### config.mk
export PLATFORM = sky130hd
export DESIGN_NAME = mem_arbiter
export DESIGN_NICKNAME = d
export VERILOG_FILES = /design/src/rtl/mem_arb_pkg.sv /design/src/rtl/mem_array.sv /design/src/rtl/mem_arbiter.sv
export SDC_FILE = /design/constraint.sdc
export NUM_CORES = 1
export LEC_CHECK = 0
export BUFFER_PORTS_ARGS = -buffer_cell sky130_fd_sc_hd__buf_2
export CAP_MARGIN = 10
export CORE_MARGIN = 2
export CORE_UTILIZATION = 59
export DETAILED_ROUTE_END_ITERATION = 8
export GPL_TIMING_DRIVEN = 0
export PLACE_DENSITY = 0.79
export SETUP_SLACK_MARGIN = 0.05
export SLEW_MARGIN = 20
export SYNTH_ARGS = -nofsm -noshare
export SYNTH_HDL_FRONTEND = slang
export SYNTH_SLANG_ARGS = --single-unit
### constraint.sdc
create_clock -name clk_i -period 2.68 [get_ports clk_i]
set_input_delay 0.268 -clock clk_i [delete_from_list [all_inputs] [get_ports clk_i]]
set_output_delay 0.268 -clock clk_i [all_outputs]
set_load 0.01 [all_outputs]
### src/rtl/mem_arb_pkg.sv
// mem_arb_pkg: shared state encoding, port indices and helpers for mem_arbiter.
package mem_arb_pkg;

   typedef enum logic [1:0] {IDLE, ACCESS, RESP} arb_state_t;

   localparam logic [1:0] PORT_LOADER = 2'd0;
   localparam logic [1:0] PORT_FETCH  = 2'd1;
   localparam logic [1:0] PORT_DATA   = 2'd2;
   localparam logic [1:0] NO_GRANT    = 2'd3;

   // Loader first; fetch/data tie goes to whichever was not served last.
   function automatic logic [1:0] arb_pick(input logic [2:0] req, input logic [1:0] rr_last);
      return req[0]           ? PORT_LOADER :
             (req[1] & req[2]) ? ((rr_last == PORT_FETCH) ? PORT_DATA : PORT_FETCH) :
             req[1]           ? PORT_FETCH :
             req[2]           ? PORT_DATA : NO_GRANT;
   endfunction

   function automatic logic [15:0] sat_inc(input logic [15:0] v);
      return v + {15'd0, (v != 16'hFFFF)};
   endfunction

endpackage

### src/rtl/mem_array.sv
// mem_array: 2**ADDR_W x DATA_W storage, synchronous write, registered read, no reset.
module mem_array #(
   parameter int ADDR_W = 4,
   parameter int DATA_W = 8
) (
   input  logic              clk_i,
   input  logic              en_i,
   input  logic              we_i,
   input  logic [ADDR_W-1:0] addr_i,
   input  logic [DATA_W-1:0] wdata_i,
   output logic [DATA_W-1:0] rdata_o
);

   logic [DATA_W-1:0] mem_q [2**ADDR_W];

   always_ff @(posedge clk_i)
      if (en_i) begin
         if (we_i) mem_q[addr_i] <= wdata_i;
         else      rdata_o       <= mem_q[addr_i];
      end

endmodule

### src/rtl/mem_arbiter.sv
// mem_arbiter: three-port (loader/fetch/data) arbiter for the unified memory, IDLE->ACCESS->RESP.
// Define MEM_ARB_PERF_EN to add saturating grant/conflict counters.
module mem_arbiter
   import mem_arb_pkg::*;
#(
   parameter int ADDR_W = 4,
   parameter int DATA_W = 8
) (
   input  logic                clk_i,
   input  logic                reset_ni,
   input  logic [2:0]          req_i,
   input  logic [2:0]          we_i,
   input  logic [3*ADDR_W-1:0] addr_i,
   input  logic [3*DATA_W-1:0] wdata_i,
   output logic [2:0]          ack_o,
   output logic [DATA_W-1:0]   rdata_o,
   output logic                busy_o,
   output logic [1:0]          grant_id_o
`ifdef MEM_ARB_PERF_EN
   ,
   output logic [15:0]         grant_cnt0_o,
   output logic [15:0]         grant_cnt1_o,
   output logic [15:0]         grant_cnt2_o,
   output logic [15:0]         conflict_cnt_o
`endif
);

   arb_state_t        state_q, state_d;
   logic [1:0]        grant_q, grant_d, rr_q, rr_d, win;
   logic              we_q, rd_seen_q, take;
   logic [ADDR_W-1:0] addr_q;
   logic [DATA_W-1:0] wdata_q, mem_rdata;

   always_comb begin
      win     = arb_pick(req_i, rr_q);
      take    = (state_q == IDLE) && (|req_i);
      state_d = state_q;
      grant_d = grant_q;
      rr_d    = rr_q;
      unique case (state_q)
         IDLE: if (take) begin
            state_d = ACCESS;
            grant_d = win;
            rr_d    = (win == PORT_LOADER) ? rr_q : win;
         end
         ACCESS: state_d = RESP;
         RESP: begin
            state_d = IDLE;
            grant_d = NO_GRANT;
         end
         default: state_d = IDLE;
      endcase
   end

   always_ff @(posedge clk_i or negedge reset_ni)
      if (!reset_ni) begin
         state_q   <= IDLE;
         grant_q   <= NO_GRANT;
         rr_q      <= PORT_DATA;
         we_q      <= 1'b0;
         addr_q    <= '0;
         wdata_q   <= '0;
         rd_seen_q <= 1'b0;
      end else begin
         state_q <= state_d;
         grant_q <= grant_d;
         rr_q    <= rr_d;
         if (take) begin
            we_q    <= we_i[win];
            addr_q  <= addr_i[win*ADDR_W +: ADDR_W];
            wdata_q <= wdata_i[win*DATA_W +: DATA_W];
         end
         if (state_q == ACCESS && !we_q) rd_seen_q <= 1'b1;
      end

   // Enable derives from the async-reset state, so reset during ACCESS cancels the write.
   mem_array #(.ADDR_W(ADDR_W), .DATA_W(DATA_W)) u_mem (
      .clk_i   (clk_i),
      .en_i    (state_q == ACCESS),
      .we_i    (we_q),
      .addr_i  (addr_q),
      .wdata_i (wdata_q),
      .rdata_o (mem_rdata)
   );

   // The array read register is not reset; mask it until the first read lands.
   assign rdata_o    = rd_seen_q ? mem_rdata : '0;
   assign ack_o      = (state_q == RESP) ? 3'(3'b001 << grant_q) : 3'b000;
   assign busy_o     = state_q != IDLE;
   assign grant_id_o = grant_q;

`ifdef MEM_ARB_PERF_EN
   always_ff @(posedge clk_i or negedge reset_ni)
      if (!reset_ni) begin
         grant_cnt0_o   <= '0;
         grant_cnt1_o   <= '0;
         grant_cnt2_o   <= '0;
         conflict_cnt_o <= '0;
      end else if (take) begin
         if (win == PORT_LOADER) grant_cnt0_o <= sat_inc(grant_cnt0_o);
         if (win == PORT_FETCH)  grant_cnt1_o <= sat_inc(grant_cnt1_o);
         if (win == PORT_DATA)   grant_cnt2_o <= sat_inc(grant_cnt2_o);
         if ((req_i & (req_i - 3'd1)) != 3'd0) conflict_cnt_o <= sat_inc(conflict_cnt_o);
      end
`endif

endmodule

# ---- Yosys cells after proc, flatten, opt, wreduce, memory -nomap -nowiden
# Memories as Yosys holds them, arrays and structs flattened. A register that Yosys moved wholly into a read port is not among the register bits.
# Cells that the tools add are included.
# Widths: inputs -> output; s select.
dict set report word_totals {
  ff_bits 20
  latchBits 0
  ram_bits 128
  romBits 0
  in_bits 44
  output_inout_bits 14
  mem_count 1
}
# memory words word_bits read_ports rd_clocked_by_memory_dff wr line_no
set mem_list {}
lappend mem_list {u_mem.mem_q 16 8 1 1 1 mem_array.sv:14} ;# logic [DATA_W-1:0] mem_q [2**ADDR_W];
dict set report op_classes {
  addsub 0
  multipliers 0
  div 0
  magnitude_cmp 1
  n_eq_ne 4
  n_shift 3
  mux 16
  bitwise 3
  n_reduce_logical 11
}
# op n
set op_table {}
lappend op_table {{$shiftx 24x6->8} 1}
lappend op_table {{$mux 2} 6}
lappend op_table {{$shiftx 12x5->4} 1}
lappend op_table {{$mux 8} 1}
lappend op_table {{$pmux 2 s2} 2}
lappend op_table {{$mux 1} 5}
lappend op_table {{$eq 2x1->1 const B} 2}
lappend op_table {{$logic_not 2->1} 2}
lappend op_table {{$reduce_and 2->1} 2}
lappend op_table {{$reduce_bool 2->1} 2}
lappend op_table {{$lt 2x3->1 const B} 1}
lappend op_table {{$mux 3} 1}
lappend op_table {{$reduce_and 3->1} 1}
lappend op_table {{$reduce_or 3->1} 1}
lappend op_table {{$shl 1x2->3 const A} 1}
lappend op_table {{$bmux 1 s2} 1}
lappend op_table {{$eq 2x2->1 const B} 1}
lappend op_table {{$logic_and 1x1->1} 2}
lappend op_table {{$ne 2x2->1 const B} 1}
lappend op_table {{$not 1->1} 2}
lappend op_table {{$and 1x1->1} 1}
lappend op_table {{$logic_not 1->1} 1}

# ---- Logic depth before layout (Yosys ltp)
# Gate-level depths: netlist of the first run.
dict set report depth {
  word_depth 7
  ltp_mapped 7
  mapped_depth_nobuf 5
}

# ---- Hierarchy
# Synthesis of the first run repeated with hierarchy kept, for this count alone.
dict set report unflattened {
  hier_cells 337
  hier_area_um2 6303.5
}
# mod n_inst cells_per_inst area_per_inst_um2
set modules_own_cells {}
lappend modules_own_cells {mem_array 1 234 5237.5}
lappend modules_own_cells {mem_arbiter 1 103 1066.0}

# ---- Worst setup path after synthesis of the first run
# OpenSTA, ideal clock, no wires.
dict set report synth_path {
  path_kind {reg2reg}
  start {reg addr_q[1]}
  end {mem u_mem.mem_q[0][0] (enable)}
  t_arrival_ps 1690
  t_required_ps 2297
  path_slack_ps 607
  path_stages_with_launch 5
  period_less_slack_ps 2073
  cell_sequence {dfrtp_1 -> buf_2 -> buf_2 -> or3_1 -> nor3_1}
}
# element line_no
set synth_lines {}
lappend synth_lines {{start: declaration} mem_arbiter.sv:31} ;# logic [ADDR_W-1:0] addr_q;
lappend synth_lines {{start signal: assignment} mem_arbiter.sv:70} ;# addr_q <= addr_i[win*ADDR_W +: ADDR_W];
lappend synth_lines {{end: declaration} mem_array.sv:14}
# No word-level cell before the write port.

# ---- Worst setup path after layout of the first run
dict set report layout_path {
  start {reg state_q[1]}
  end {mem u_mem.mem_q[12][7] (enable)}
}
dict set report layout_between {
  elab_chain_cells 3
}
# element line_no
set layout_lines {}
lappend layout_lines {{start: declaration} mem_arbiter.sv:28} ;# arb_state_t state_q, state_d;
lappend layout_lines {{start signal: assignment} mem_arbiter.sv:65} ;# state_q <= state_d;
lappend layout_lines {{$eq 2x1->1} mem_arbiter.sv:79} ;# .en_i (state_q == ACCESS),
lappend layout_lines {{$mux 1} mem_array.sv:17} ;# if (en_i) begin
lappend layout_lines {{$mux 1 (not written as such)} mem_array.sv:18} ;# if (we_i) mem_q[addr_i] <= wdata_i;
# No other way between the ends.

==> run summary, run 1 <==
Setup repair after global routing left no endpoint under its margin. After the last flow step, the layout net total stands at 467. The cell type with the largest total area after synthesis is sky130_fd_sc_hd__edfxtp_1.

The post-CTS repair timing setup buffer count came out at 0. The number of enable-type register cells in the synthesized netlist is 136. The post-synthesis cell type count came out at 38. The die is 107 µm wide. The via total after detailed routing is 3,558. The post-synthesis async set-or-reset flop share came out at between 10 and 15%. The worst setup path is launched from a flop.

The data required time at the worst endpoint came out at 2.83 ns. The biggest cell delay along the critical path is around 0.65 ns. The relative area change from synthesis to final layout came out at 18.9%.

The overall overflow remaining after global route is 0. The root buffer selected by CTS is sky130_fd_sc_hd__clkbuf_8. The leakage power figure is between 0.002 and 0.003 µW. For the pin with the worst max-slew slack, the measured transition is roughly 0.8 ns. The arrival time of the worst setup path came out at 2.43 ns. The worst-case setup margin in the final layout is ~0.4 ns. The total of cells resized after clock tree synthesis is 0. The via count of the first global-routing pass was between 3,000 and 4,000. The average wire length per cell after detail routing is ~23 µm. The global routing usage summed across all routing layers is about a quarter. The die covers around 12,000 µm². Input and output buffers added on the ports amount to 56.

The final weighted congestion in routability-driven placement is between 0.8 and 0.9. The worst min-delay path category is in2reg. Of the cells placed in the final design, the portion with a size suffix greater than 1 is approximately 29%.

The number of antenna-violating nets in the routed design is 0. The initial antenna violation count is 0. The CTS tree is done. The number of nets in the synthesized netlist is 378. For this run, the leading register cell type out of synthesis is sky130_fd_sc_hd__edfxtp_1. The worst setup path is captured at a flop.

The critical path's slowest cell is sky130_fd_sc_hd__nor2_1. The setup path with the least slack is of type reg2reg. The overall routed net length came out at ~13,000 µm. The worst clock skew came out at between 0.007 and 0.008 ns.

The global-route wire length before repair came out at 20,000 µm. The count of warnings emitted by yosys is 0. In the layout the commonest cells are 136 x sky130_fd_sc_hd__edfxtp_1, 63 x sky130_fd_sc_hd__buf_2, 29 x sky130_fd_sc_hd__nor2_1. The via density per instance is between 6 and 7. The number of buffers created by CTS is 17. The synthesis-stage register bit count came out at 156. The final standard cell utilization of the core is 72.4%. The number of remaining DRC errors came out at 0.

Synthesis produced a netlist whose cell count is about 330. The number of core rows is 37. The clock tree synthesis step divided the H-tree into 4 levels. Headroom to the max-slew limit came out at 46.4%. The post-synthesis instance area is 6320 µm². The core region is between 10,000 and 15,000 µm². The mean cell area of the mapped netlist is 18.9 µm². For this block, the initial DRC count from the detailed router was between 300 and 400. The die outline height is approximately 110 µm. The number of buffers between clock root and the deepest sink came out at 2. The sink count of the clock tree is roughly 160. The sum of negative setup slack came out at 0 ns. The number of endpoints with negative hold slack in the final report came out at 0. The clock insertion delay at the later pin of the skew report is approximately 0.53 ns. The number of detailed-route iterations in the first pass came out at 5. The I/O pin total came out at 58. The top achievable clock speed is around 440 MHz. The critical path goes through and2b_1, nand2_1, or3_1, nor2_1. Yosys attributes the largest share of cell area to sky130_fd_sc_hd__edfxtp_1 65%, sky130_fd_sc_hd__mux4_1 8.3%, sky130_fd_sc_hd__dfrtp_1 6.7%, sky130_fd_sc_hd__mux4_2 4.3%, sky130_fd_sc_hd__a22oi_1 1.9%. The placed wire-length estimate is 8130 µm.

The clock edge transition at the registers on the reported setup and hold paths is about 0.060 ns. Leaving out fill and tap cells, the most frequent cell in the layout is sky130_fd_sc_hd__edfxtp_1. Dividing the final minimum period by the clock period gives between 80% and 90%. The post-placement setup slack is about 0.42 ns. The run finished with clean final reports. The area share of the largest cell type after synthesis came out at ~65%. Power spread over the standard cell area amounts to ~1100 nW/µm². The count of final max-slew check failures is 0. The count of inserted antenna diode cells is 0. The largest net degree at the start of global routing came out at 21. The final number of setup-violating endpoints is 0. The final critical delay including setup and external delays came out at about 2.3 ns.

The worst IR drop on VDD is 0.659 mV. Along the worst path, the maximum fanout reaches 8. The number of max-cap violations is 0.

The initial core utilization came out at about three fifths. The worst hold margin is roughly 0.055 ns. The sequential-to-total area share from yosys stat came out at slightly above 70%.
[final timing paths]
path                                  from            endpoint  slack (ns)  depth (start not counted)
worst max-delay path            state_q[1]  u_mem.mem_q[12][7]        0.40                          4
worst min-delay path            wdata_i[9]          wdata_q[1]        0.05                          3
worst max register to register  state_q[1]  u_mem.mem_q[12][7]        0.40                          4
worst min register to register     rr_q[1]             rr_q[1]        0.48                          2
max in group asynchronous         reset_ni       grant_id_o[1]        2.10                          2
min in group asynchronous         reset_ni             rr_q[0]        0.23                          2
[logic make-up after synthesis]
kind of cell / count (synthesis) / synth area share (%)
AOI/OAI and AO/OA: 47 / 6.10
buffers and inverters: 24 / 2.69
and+or+nand+nor: 75 / 6.00
DFF: 156 / 72.6
muxes: 32 / 12.6
[flip-flops by register name (all words and copies together), names as in the netlist]
| name | flops |
|---|---|
| u_mem.rdata_o | 8 |
| wdata_q | 8 |
| rd_seen_q | 1 |
| we_q | 1 |
| state_q | 2 |
| u_mem.mem_q | 128 |
| grant_id_o | 2 |
| addr_q | 4 |
| rr_q | 2 |
[area by class of cell]
class	instances	area, µm²
Tap cell	136	170
Inverter	5	18.8
Clock inverter	10	114
Buffer	19	151
Sequential cell	156	4590
Clock buffer	22	463
Fill cell	606	2860
Timing Repair Buffer	70	420
Multi-Input combinational cell	154	1590
[synthesized netlist by cell type (all sizes together) (2+ instances only)]
master   instances
a221oi          13
a22oi           16
and2             9
buf             16
clkbuf           3
dfrtp           17
dfstp            3
edfxtp         136
inv              5
mux4            32
nand2           14
nand2b           2
nand4b           2
nor2            30
nor2b            3
nor3             7
nor3b            2
o2bb2ai         13
or3              2
[worst max-delay path: cells and delay by family, from the launching register on]
family,cells,cell delay (ns)
simple gates,4,1.45
flops,1,0.46
[where the power goes]
| group | internal (µW) | switching, µW |
|---|---|---|
| Combinational | 962 | 1190 |
| Sequential | 3310 | 446 |
| Clock | 1400 | 892 |
[routing by layer]
metal | vias to the layer above | wire length, µm | part of all wire, % | track usage (%)
met3 | 23 | 1280 | 9.8 | 6.96
met4 | 0 | 347 | 2.7 | 11.0
met1 | 1747 | 5010 | 38 | 33.4
met2 | 225 | 6410 | 49 | 38.2
met5 | - | 0 | 0 | 0
li1 | 1563 | - | - | -
[timing repair]
item	4_1_cts	5_1_grt
endpoints found under the setup margin	0	0
hold endpoints to repair	30	0
hold buffers	14	0
[per-stage QoR]
step / power (µW) / std cells / area (µm²)
after floorplan: 5110 / 334 / 6320
after global placement: 5760 / 526 / 6770
after detailed placement: 5890 / 526 / 6790
after CTS: 8210 / 572 / 7510
after global routing: 8520 / 572 / 7510
final: 8190 / 572 / 7510
(Power assumes the default switching activity.)
==> inputs of run 2 (changes only) <==
- RECOVER_POWER: not set -> 25
==> run summary, run 2 (same netlist as run 1, synthesis figures left out) <==
The placed wire-length estimate came to 8130 µm (unchanged). The class of the most critical setup path is reg2reg (unchanged). The top register by number of flip-flops is u_mem.mem_q (unchanged). The overall routed net length came to 13,000 µm (about the same).

The number of detailed-route iterations in the first pass is 5 (unchanged). The internal power summed over all cells is 5660 µW (about the same). The fraction of power spent switching nets is 30.9% (about the same). The area of the core region came to 10,400 µm² (unchanged).

The post-placement setup slack came out at 0.415 ns (unchanged). The count of inserted antenna diode cells is 0 (unchanged). The final critical delay including setup and external delays came out at 2.28 ns (about the same).

The largest net degree at the start of global routing was 21 (unchanged). The kind of cell with the highest combined delay on the critical path is simple AND/OR/NAND/NOR gates (unchanged). The initial core utilization came to 60.9% (unchanged). The via density per instance was 6.24 (was 6.22). The clock edge transition at the registers on the reported setup and hold paths was 0.06 ns (about the same). The final standard cell utilization of the core is 72.4% (about the same). The count of final max-slew check failures is 0 (unchanged).

The number of DRC violations after detailed-routing iteration 0 is 346 (unchanged). Unrepaired setup endpoints after global routing: false (unchanged). The total of cells resized after clock tree synthesis was 0 (unchanged). The share of the cycle needed by the critical path after routing is 85.0% (was 85.2%).

The number of endpoints with negative hold slack in the final report is 0 (unchanged). The global routing usage summed across all routing layers is 24.7% (unchanged). The clock insertion delay at the later pin of the skew report is 0.53 ns (about the same). The relative max-transition margin was 25.7% (was 46.4%).

The count of buffering cells on the critical path with inverters included came to 0 (unchanged). The portion of total power attributed to the clock network came out at 27.9% (about the same). The type of element capturing the critical path is a flop (unchanged).

The sink count of the clock tree came to 156 (unchanged). Leading cell types in the layout, fill and taps excluded: 136 x sky130_fd_sc_hd__edfxtp_1, 62 x sky130_fd_sc_hd__buf_2, 29 x sky130_fd_sc_hd__nor2_1 (was 136 x sky130_fd_sc_hd__edfxtp_1, 63 x sky130_fd_sc_hd__buf_2, 29 x sky130_fd_sc_hd__nor2_1). The worst clock skew came out at 0.00777 ns (was 0.00771 ns). The count of input and output buffers came out at 56 (unchanged). The root buffer selected by CTS is sky130_fd_sc_hd__clkbuf_8 (unchanged).

The final number of setup-violating endpoints came to 0 (unchanged). The part of the total power dissipated in sequential elements is 45.8% (about the same). The critical-path maximum fanout is 8 (unchanged).

The post-detailed-placement cell area is 6790 µm² (unchanged). The final weighted congestion in routability-driven placement is 0.833 (unchanged). The number of core rows came out at 37 (unchanged). The data required time at the worst endpoint was 2.83 ns (about the same). The number of remaining DRC errors is 0 (unchanged).

The worst IR drop on VDD is 0.659 mV (about the same). The number of max-cap violations was 0 (unchanged). The kind of launch point of the worst setup path is a flop (unchanged).

The CTS tree is done (unchanged). The I/O pin total came to 58 (unchanged). The arrival time of the worst setup path came out at 2.43 ns (about the same). The via count of the first global-routing pass was 3,568 (unchanged). The post-CTS repair timing setup buffer count was 0 (unchanged). The average wire length per cell after detail routing is 22.8 µm (about the same).

The combinational cell fraction of total power is 26.3% (about the same). The relative area change from synthesis to final layout came out at 18.9% (about the same). The share of cells above drive strength 1 came to 29.1% (was 29.4%).

The deepest level of the CTS H-tree is 4 (unchanged). The die width came out at 107 µm (unchanged). The overall die area came out at 11,600 µm² (unchanged). The transition time at the pin with the least slew margin is 1.11 ns (was 0.802 ns).

The top achievable clock speed is 439 MHz (was 438 MHz). The flip-flop count of the largest register, all copies and words added is 128 (unchanged). The number of buffers created by CTS came out at 17 (unchanged). The biggest cell delay along the critical path is 0.65 ns (about the same). The sum of negative setup slack came to 0 ns (unchanged).

The number of antenna-violating nets in the routed design came out at 0 (unchanged). The commonest non-fill, non-tap cell in the layout is sky130_fd_sc_hd__edfxtp_1 (unchanged). The worst min-delay path category is in2reg (unchanged). The areal power density over the cells is 1090 nW/µm² (about the same). The area of all placed cells without fillers came out at 7510 µm² (about the same). The leakage power figure was 0.00265 µW (about the same). The via total after detailed routing is 3,570 (was 3,558).

The worst-case setup margin in the final layout is 0.401 ns (was 0.397 ns). The number of buffers between clock root and the deepest sink is 2 (unchanged). The global-route wire length before repair came out at 20,000 µm (unchanged).

The number of nets at the end of the flow was 467 (unchanged). The switching power total came out at 2530 µW (about the same). The hold buffer count at cts was 14 (unchanged).

Worst path cell trace: and2b_1, nand2_1, or3_1, nor2_1 (unchanged). The overall overflow remaining after global route came out at 0 (unchanged). The initial antenna violation count is 0 (unchanged). The total power draw is 8200 µW (was 8190 µW). Result of the run: complete, no violations (unchanged).

The critical path's slowest cell is sky130_fd_sc_hd__nor2_1 (unchanged). Regs by FF count: u_mem.mem_q x128, u_mem.rdata_o x8, wdata_q x8 (unchanged). The die outline height is 107 µm (unchanged).
==> run 2: cell count changes in the layout (fill, tap and decap cells not counted) <==
| cell | change |
|---|---|
| sky130_fd_sc_hd__buf_2 | -1 |
| sky130_fd_sc_hd__clkbuf_1 | +1 |
==> run 2: layout make-up <==
type,count,area (µm²)
Sequential cell,156,4590
Fill cell,607,2860
Multi-Input combinational cell,154,1590
Clock buffer,22,463
Timing Repair Buffer,70,419
Tap cell,136,170
Buffer,19,151
Clock inverter,10,114
Inverter,5,18.8
==> run 2: per-stage QoR <==
step           hold WS, ns  cells
2_1_floorplan      -0.0276    334
6_report            0.0542    572
3_3_place_gp         0.234    526
5_1_grt             0.0616    572
4_1_cts             0.0346    572
3_5_place_dp         0.236    526
==> run 2: worst reg2reg max path: cells and delay by family, from the launching register on <==
family | cells | cell delay (ns)
simple gates | 4 | 1.45
flops | 1 | 0.46
==> run 2: power by group through the flow <==
stage | clock (µW) | sequential (µW) | combinational (µW)
after floorplan | 0 | 3590 | 1520
after global placement | 0 | 3730 | 2040
after detailed placement | 0 | 3780 | 2110
after CTS | 2310 | 3750 | 2150
after global routing | 2400 | 3810 | 2310
final | 2290 | 3750 | 2150
==> run 2: worst paths after layout <==
check	start	to	slack [ns]	depth (start not counted)
min reg2reg	rr_q[1]	rr_q[1]	0.48	2
max reg2reg	state_q[1]	u_mem.mem_q[12][7]	0.40	4
min in group asynchronous	reset_ni	rr_q[0]	0.48	2
min	wdata_i[9]	wdata_q[1]	0.05	3
max	state_q[1]	u_mem.mem_q[12][7]	0.40	4
max in group asynchronous	reset_ni	wdata_q[6]	1.53	2
==> run 2: routing by layer <==
layer / up-vias / global-route usage (%) / share of wire (%)
met5: - / 0 / 0
met4: 0 / 11.0 / 2.8
met3: 25 / 6.96 / 9.9
met2: 235 / 38.2 / 49
met1: 1747 / 33.4 / 38
li1: 1563 / - / -
